--- src/rtl/decode_stage.sv ---
// rtl/decode_stage.sv - registered RV32I decode slot with pause FSM, flush and illegal-opcode counter
module decode_stage #(
    parameter int XLEN      = 32,
    parameter int ERRCNT_W  = 8,
    parameter bit EN_BRANCH = 1'b1,
    parameter bit EN_UPPER  = 1'b1
) (
    input  logic                clk,
    input  logic                rst_n,
    input  logic                in_valid,
    output logic                in_ready,
    input  logic [31:0]         instr,
    input  logic [XLEN-1:0]     pc,
    input  logic                flush,
    input  logic                resume,
    output logic                out_valid,
    input  logic                out_ready,
    output logic                memtoreg,
    output logic                memwrite,
    output logic                alusrcimm,
    output logic                writesreg,
    output logic                jump,
    output logic                branch,
    output logic                jalr,
    output logic                pcsrc_a,
    output logic                pause,
    output logic                illegal,
    output logic [3:0]          aluop,
    output logic [2:0]          itype,
    output logic [XLEN-1:0]     imm,
    output logic [4:0]          rs1,
    output logic [4:0]          rs2,
    output logic [4:0]          rd,
    output logic [2:0]          funct3,
    output logic [XLEN-1:0]     pc_out,
    output logic                paused,
    output logic [ERRCNT_W-1:0] err_count
);
    localparam logic [2:0] RTYPE = 3'd0, ITYPE = 3'd1, STYPE = 3'd2,
                           BTYPE = 3'd3, UTYPE = 3'd4, JTYPE = 3'd5;
    localparam logic [6:0] OP_IMMALU = 7'b0010011, OP_REGALU = 7'b0110011,
                           OP_LOAD   = 7'b0000011, OP_STORE  = 7'b0100011,
                           OP_JAL    = 7'b1101111, OP_JALR   = 7'b1100111,
                           OP_BRANCH = 7'b1100011, OP_LUI    = 7'b0110111,
                           OP_AUIPC  = 7'b0010111, OP_PAUSE  = 7'b0001111;

    typedef enum logic {ST_RUN, ST_PAUSED} state_t;
    state_t state;

    logic        accept;
    logic        d_memtoreg, d_memwrite, d_alusrcimm, d_writesreg, d_jump;
    logic        d_branch, d_jalr, d_pcsrc_a, d_pause, d_illegal;
    logic [3:0]  d_aluop;
    logic [2:0]  d_itype;
    logic [31:0] d_imm32;
    logic [31:0] imm_i, imm_s, imm_b, imm_u, imm_j;

    assign in_ready = rst_n && (state == ST_RUN) && (!out_valid || out_ready);
    assign accept   = in_valid && in_ready && !flush;
    assign paused   = (state == ST_PAUSED);

    assign imm_i = {{20{instr[31]}}, instr[31:20]};
    assign imm_s = {{20{instr[31]}}, instr[31:25], instr[11:7]};
    assign imm_b = {{20{instr[31]}}, instr[7], instr[30:25], instr[11:8], 1'b0};
    assign imm_u = {instr[31:12], 12'b0};
    assign imm_j = {{12{instr[31]}}, instr[19:12], instr[20], instr[30:21], 1'b0};

    // Every listed opcode ends in 2'b11, so the full 7-bit match also rejects compressed encodings.
    always_comb begin
        d_memtoreg  = 1'b0;
        d_memwrite  = 1'b0;
        d_alusrcimm = 1'b0;
        d_writesreg = 1'b0;
        d_jump      = 1'b0;
        d_branch    = 1'b0;
        d_jalr      = 1'b0;
        d_pcsrc_a   = 1'b0;
        d_pause     = 1'b0;
        d_illegal   = 1'b0;
        d_aluop     = 4'b0000;
        d_itype     = RTYPE;
        d_imm32     = 32'd0;
        case (instr[6:0])
            OP_IMMALU: begin
                d_alusrcimm = 1'b1;
                d_writesreg = 1'b1;
                d_itype     = ITYPE;
                d_aluop     = (instr[14:12] == 3'b101) ? {instr[30], instr[14:12]}
                                                       : {1'b0, instr[14:12]};
                d_imm32     = imm_i;
            end
            OP_REGALU: begin
                d_writesreg = 1'b1;
                d_aluop     = {instr[30], instr[14:12]};
            end
            OP_LOAD: begin
                d_memtoreg  = 1'b1;
                d_alusrcimm = 1'b1;
                d_writesreg = 1'b1;
                d_itype     = ITYPE;
                d_imm32     = imm_i;
            end
            OP_STORE: begin
                d_memwrite  = 1'b1;
                d_alusrcimm = 1'b1;
                d_itype     = STYPE;
                d_imm32     = imm_s;
            end
            OP_JAL: begin
                d_jump      = 1'b1;
                d_writesreg = 1'b1;
                d_itype     = JTYPE;
                d_imm32     = imm_j;
            end
            OP_JALR: begin
                if (EN_BRANCH) begin
                    d_jump      = 1'b1;
                    d_jalr      = 1'b1;
                    d_alusrcimm = 1'b1;
                    d_writesreg = 1'b1;
                    d_itype     = ITYPE;
                    d_imm32     = imm_i;
                end else begin
                    d_illegal = 1'b1;
                end
            end
            OP_BRANCH: begin
                if (EN_BRANCH) begin
                    d_branch = 1'b1;
                    d_itype  = BTYPE;
                    d_aluop  = 4'b1000;
                    d_imm32  = imm_b;
                end else begin
                    d_illegal = 1'b1;
                end
            end
            OP_LUI, OP_AUIPC: begin
                if (EN_UPPER) begin
                    d_alusrcimm = 1'b1;
                    d_writesreg = 1'b1;
                    d_pcsrc_a   = (instr[6:0] == OP_AUIPC);
                    d_itype     = UTYPE;
                    d_imm32     = imm_u;
                end else begin
                    d_illegal = 1'b1;
                end
            end
            OP_PAUSE: d_pause = 1'b1;
            default:  d_illegal = 1'b1;
        endcase
    end

    always_ff @(posedge clk or negedge rst_n) begin
        if (!rst_n) begin
            state     <= ST_RUN;
            out_valid <= 1'b0;
            memtoreg  <= 1'b0;
            memwrite  <= 1'b0;
            alusrcimm <= 1'b0;
            writesreg <= 1'b0;
            jump      <= 1'b0;
            branch    <= 1'b0;
            jalr      <= 1'b0;
            pcsrc_a   <= 1'b0;
            pause     <= 1'b0;
            illegal   <= 1'b0;
            aluop     <= 4'b0000;
            itype     <= RTYPE;
            imm       <= '0;
            rs1       <= 5'd0;
            rs2       <= 5'd0;
            rd        <= 5'd0;
            funct3    <= 3'd0;
            pc_out    <= '0;
            err_count <= '0;
        end else if (flush) begin
            // Flush wins over everything; the held bundle fields are left as-is but invalidated.
            out_valid <= 1'b0;
            state     <= ST_RUN;
        end else begin
            if (accept) begin
                out_valid <= 1'b1;
                memtoreg  <= d_memtoreg;
                memwrite  <= d_memwrite;
                alusrcimm <= d_alusrcimm;
                writesreg <= d_writesreg;
                jump      <= d_jump;
                branch    <= d_branch;
                jalr      <= d_jalr;
                pcsrc_a   <= d_pcsrc_a;
                pause     <= d_pause;
                illegal   <= d_illegal;
                aluop     <= d_aluop;
                itype     <= d_itype;
                imm       <= XLEN'($signed(d_imm32));
                rs1       <= instr[19:15];
                rs2       <= instr[24:20];
                rd        <= instr[11:7];
                funct3    <= instr[14:12];
                pc_out    <= pc;
                if (d_pause) begin
                    state <= ST_PAUSED;
                end
                if (d_illegal && (err_count != {ERRCNT_W{1'b1}})) begin
                    err_count <= err_count + 1'b1;
                end
            end else if (out_valid && out_ready) begin
                out_valid <= 1'b0;
            end
            if ((state == ST_PAUSED) && resume) begin
                state <= ST_RUN;
            end
        end
    end
endmodule

--- config.mk ---
export PLATFORM = sky130hd
export DESIGN_NAME = decode_stage
export DESIGN_NICKNAME = d
export VERILOG_FILES = /design/src/rtl/decode_stage.sv
export SDC_FILE = /design/constraint.sdc
export NUM_CORES = 1
export LEC_CHECK = 0
export ABC_AREA = 1
export BUFFER_PORTS_ARGS = -buffer_cell sky130_fd_sc_hd__buf_2
export CAP_MARGIN = 20
export CORE_ASPECT_RATIO = 2
export CORE_MARGIN = 2
export CORE_UTILIZATION = 45
export DETAILED_ROUTE_END_ITERATION = 7
export MAX_ROUTING_LAYER = met4
export PLACE_DENSITY = 0.74
export SETUP_SLACK_MARGIN = 0.1
export SYNTH_ARGS = -nofsm -noshare
export SYNTH_HDL_FRONTEND = slang
export SYNTH_SLANG_ARGS = --single-unit
--- constraint.sdc ---
create_clock -name clk -period 1.55 [get_ports clk]
set_input_delay 0.31 -clock clk [delete_from_list [all_inputs] [get_ports clk]]
set_output_delay 0.31 -clock clk [all_outputs]
set_load 0.01 [all_outputs]
==> impl_metrics.tcl <==
set metrics [dict create \
    cts.reportedPaths.clkPinSlew_ns 0.07 \
    proportion_of_register_bits_with_asynchronous_set_or_reset_after_synthesis 1.00 \
    worstPathCellList "nor2_2, nand2_2, nor2_4, nand3_4, nor2_8, nand3_4, nand2_2, nand2_1" \
    critPathMaxFanout 8 \
    ys.flop_type "sky130_fd_sc_hd__dfrtp_1" \
    sinks_on_clock_net 109 \
    cts-htree-levels 3 \
    vias_per_std_cell 5.04 \
    die_h_um 152 \
    postLayoutCellArea_um2 6640 \
    max_slew.worst_pin.slew_ns 0.553 \
    die_width_um 78.1 \
    critPathCaptureType "flip-flop" \
    globalRouteTotalUtil 0.246 \
    io_buffer_count 179 \
    final_estimated_routing_congestion_in_global_placement 0.985 \
    grt_overflow 0 \
    drive_above_1_share 0.342 \
    fp.dieArea_um2 11900 \
    postSynthNetCount 661 \
    utilization 0.614 \
    setup_viol 0 \
    power.ir.vdd_worst_mv 0.662 \
    syn_area_per_cell_um2 8.37 \
    worstPathBufferInverterCount 0 \
    num_vias 4713 \
    power-per-cell-area_nw_per_um2 1080 \
    drc_errors 0 \
    max_clock_freq_mhz 686 \
    initial_utilization 0.457 \
    detailedPlacementHpwl_mm 10.5 \
    worst_setup_path_start_kind "flip-flop" \
    timing.hold.worst.class "primary input to asynchronous set/reset pin" \
    max_cap_viol_count 0 \
    clk_root_buffer_cell "sky130_fd_sc_hd__clkbuf_16" \
    cts-hold-fix-buffers 0 \
    worst_ep_arrival_time_ns 1.68 \
    finalNetCount 861 \
    firstDrtPassIters 4 \
    area_growth_from_synthesis_to_layout_pct 34.4 \
    p_leak_uw 0.00394 \
    finalCriticalPeriod_ns 1.46 \
    timing.max_slew.rel_slack 0.631 \
    finClkSkew_ns 0.00720 \
    yosys.cell_types.count 34 \
    grt_pass1_wl_mm 22.5 \
    worst_path_dominant_cell_family "simple AND/OR/NAND/NOR gates" \
    placement.cell_area_um2 6120 \
    place_worst_setup_slack_ns -0.0335 \
    timing_max_transition_violations_final 0 \
    dpl.cell_count 909 \
    grt_antenna_before_repair 1 \
    grt_max_degree 47 \
    finalHoldViolCount 0 \
    num_io_pins 180 \
    run_status "finished clean" \
    first_global_vias 4619 \
    number_of_enable_type_register_cells_in_the_synthesized_netlist 0 \
    post_layout_nonfiller_instances 936 \
    syn-cell-area_um2 4940 \
    unrepaired_setup_endpoints_after_global_routing "yes" \
    fp_rows 54 \
    yosys_register_bits 109 \
    numCtsBuffers 9 \
    cpPeakStageDelay_ns 0.40 \
    timing.critical_path.required_ns 1.78 \
    maximum_count_of_clock_buffers_along_a_single_path 2 \
    final_antenna_net_count 0 \
    yosysSeqAreaShare 0.552 \
    synthCells 590 \
    dr.first_iter.drc_count 246 \
    setup_ws_ns 0.0918 \
    clk_latency_ns 0.34 \
    yosys_warnings 0 \
    core_area_um2 10800 \
    crit_slowest_cell "sky130_fd_sc_hd__dfrtp_1" \
    period_share 0.941 \
    crit_type "flip-flop to flip-flop" \
    wire_per_inst_um 15.3 \
    tritoncts_clock_tree "built" \
    routed_wirelength_mm 14.3 \
]
-- cell type report --
cell class	instances	area [um2]
clock inverter	5	85.1
timing repair buffer	215	1330
sequential	109	2730
multi-input combinational	433	2000
tap	140	175
inverter	22	87.6
clock buffer	11	233
antenna	1	2.50
fill	995	4170
-- cell usage after synthesis (2+ instances only) --
cell type,n,area [um2]
sky130_fd_sc_hd__buf_2,11,55.1
sky130_fd_sc_hd__o21a_1,2,15.0
sky130_fd_sc_hd__nand3b_1,2,15.0
sky130_fd_sc_hd__buf_6,4,45.0
sky130_fd_sc_hd__nand3_1,35,175
sky130_fd_sc_hd__nand3_4,2,35.0
sky130_fd_sc_hd__nor2_8,3,60.1
sky130_fd_sc_hd__nor2_4,3,33.8
sky130_fd_sc_hd__nand3_2,2,20.0
sky130_fd_sc_hd__inv_2,5,18.8
sky130_fd_sc_hd__nand2_4,2,22.5
sky130_fd_sc_hd__nand2_2,12,75.1
sky130_fd_sc_hd__nand4_1,22,138
sky130_fd_sc_hd__xnor2_1,2,17.5
sky130_fd_sc_hd__nand2_1,310,1160
sky130_fd_sc_hd__nor2_2,3,18.8
sky130_fd_sc_hd__nor2_1,8,30.0
sky130_fd_sc_hd__clkbuf_1,10,37.5
sky130_fd_sc_hd__inv_1,16,60.1
sky130_fd_sc_hd__xor2_1,3,26.3
sky130_fd_sc_hd__o21ai_0,12,60.1
sky130_fd_sc_hd__dfrtp_1,109,2730
-- metrics by stage --
step	hold slack (ns)	setup TNS (ns)	power, uW
floorplan	0.0144	0	4020
global route	0.0822	-0.138	7500
detailed placement	0.432	-0.0550	4710
finish	0.0577	0	7140
CTS	0.0682	0	7150
global placement	0.420	0	4660
-- logic make-up (layout without fill, tap and decap cells) --
logic type / after synthesis / in the layout / share of synthesized area
AND/OR/NAND/NOR: 406 / 407 / 0.365
flip-flops: 109 / 109 / 0.552
XOR/XNOR: 5 / 5 / 0.00887
buffers and inverters: 49 / 253 / 0.0474
AO/OA/AOI/OAI: 20 / 20 / 0.0243
other: 0 / 1 / 0
adder cells (fa/ha/maj): 1 / 1 / 0.00253
-- cell usage in the layout, fill, tap and decap left out, drive strengths merged, types with 2 or more instances in the layout --
master  netlist  final
bufinv        0      2
o21a          2      2
nand3b        2      2
xor2          3      3
xnor2         2      2
nor2         17     17
o21ai        12     12
clkbuf       10     14
inv          22     22
nand2       324    325
clkinv        0      2
dfrtp       109    109
nand3        39     39
nand4        22     22
nor3          2      2
buf          17    212
-- routing by layer --
layer  GRT usage  part of all wire
met5           -                 0
met2       0.409              0.53
met1       0.291              0.39
met3      0.0344             0.038
met4       0.120             0.041
-- report_power, final --
part	total, uW	internal [uW]	switching (uW)
registers	3380	3170	213
logic	1320	547	776
clock network	2440	1420	1010
total	7140	5140	2000
-- final timing paths --
path,slack [ns],to,cells after the start,from
worst max-delay path,0.09,err_count[2],8,paused
worst min-delay path,0.06,pc_out[11],2,rst_n
worst max register to register,0.09,err_count[2],8,paused
worst min register to register,0.47,pc_out[19],2,pc_out[19]
max in group asynchronous,0.57,funct3[0],3,rst_n
min in group clk,0.17,pc_out[29],3,pc[29]
-- state kept, by name, indices dropped and copies added, names as in the netlist, 3 cells and up --
| signal | count |
|---|---|
| itype | 3 |
| rs2 | 5 |
| aluop | 4 |
| rs1 | 5 |
| imm | 32 |
| err_count | 8 |
| rd | 5 |
| pc_out | 32 |
| funct3 | 3 |
-- repair_timing --
item / in CTS / in global routing
pin swaps: 3 / 8
setup buffers: 1 / 4
cloned: 0 / 5
setup endpoints to repair: 13 / 109
gates resized for setup: 3 / 21
No activity file was read; power rests on OpenSTA's default activity.
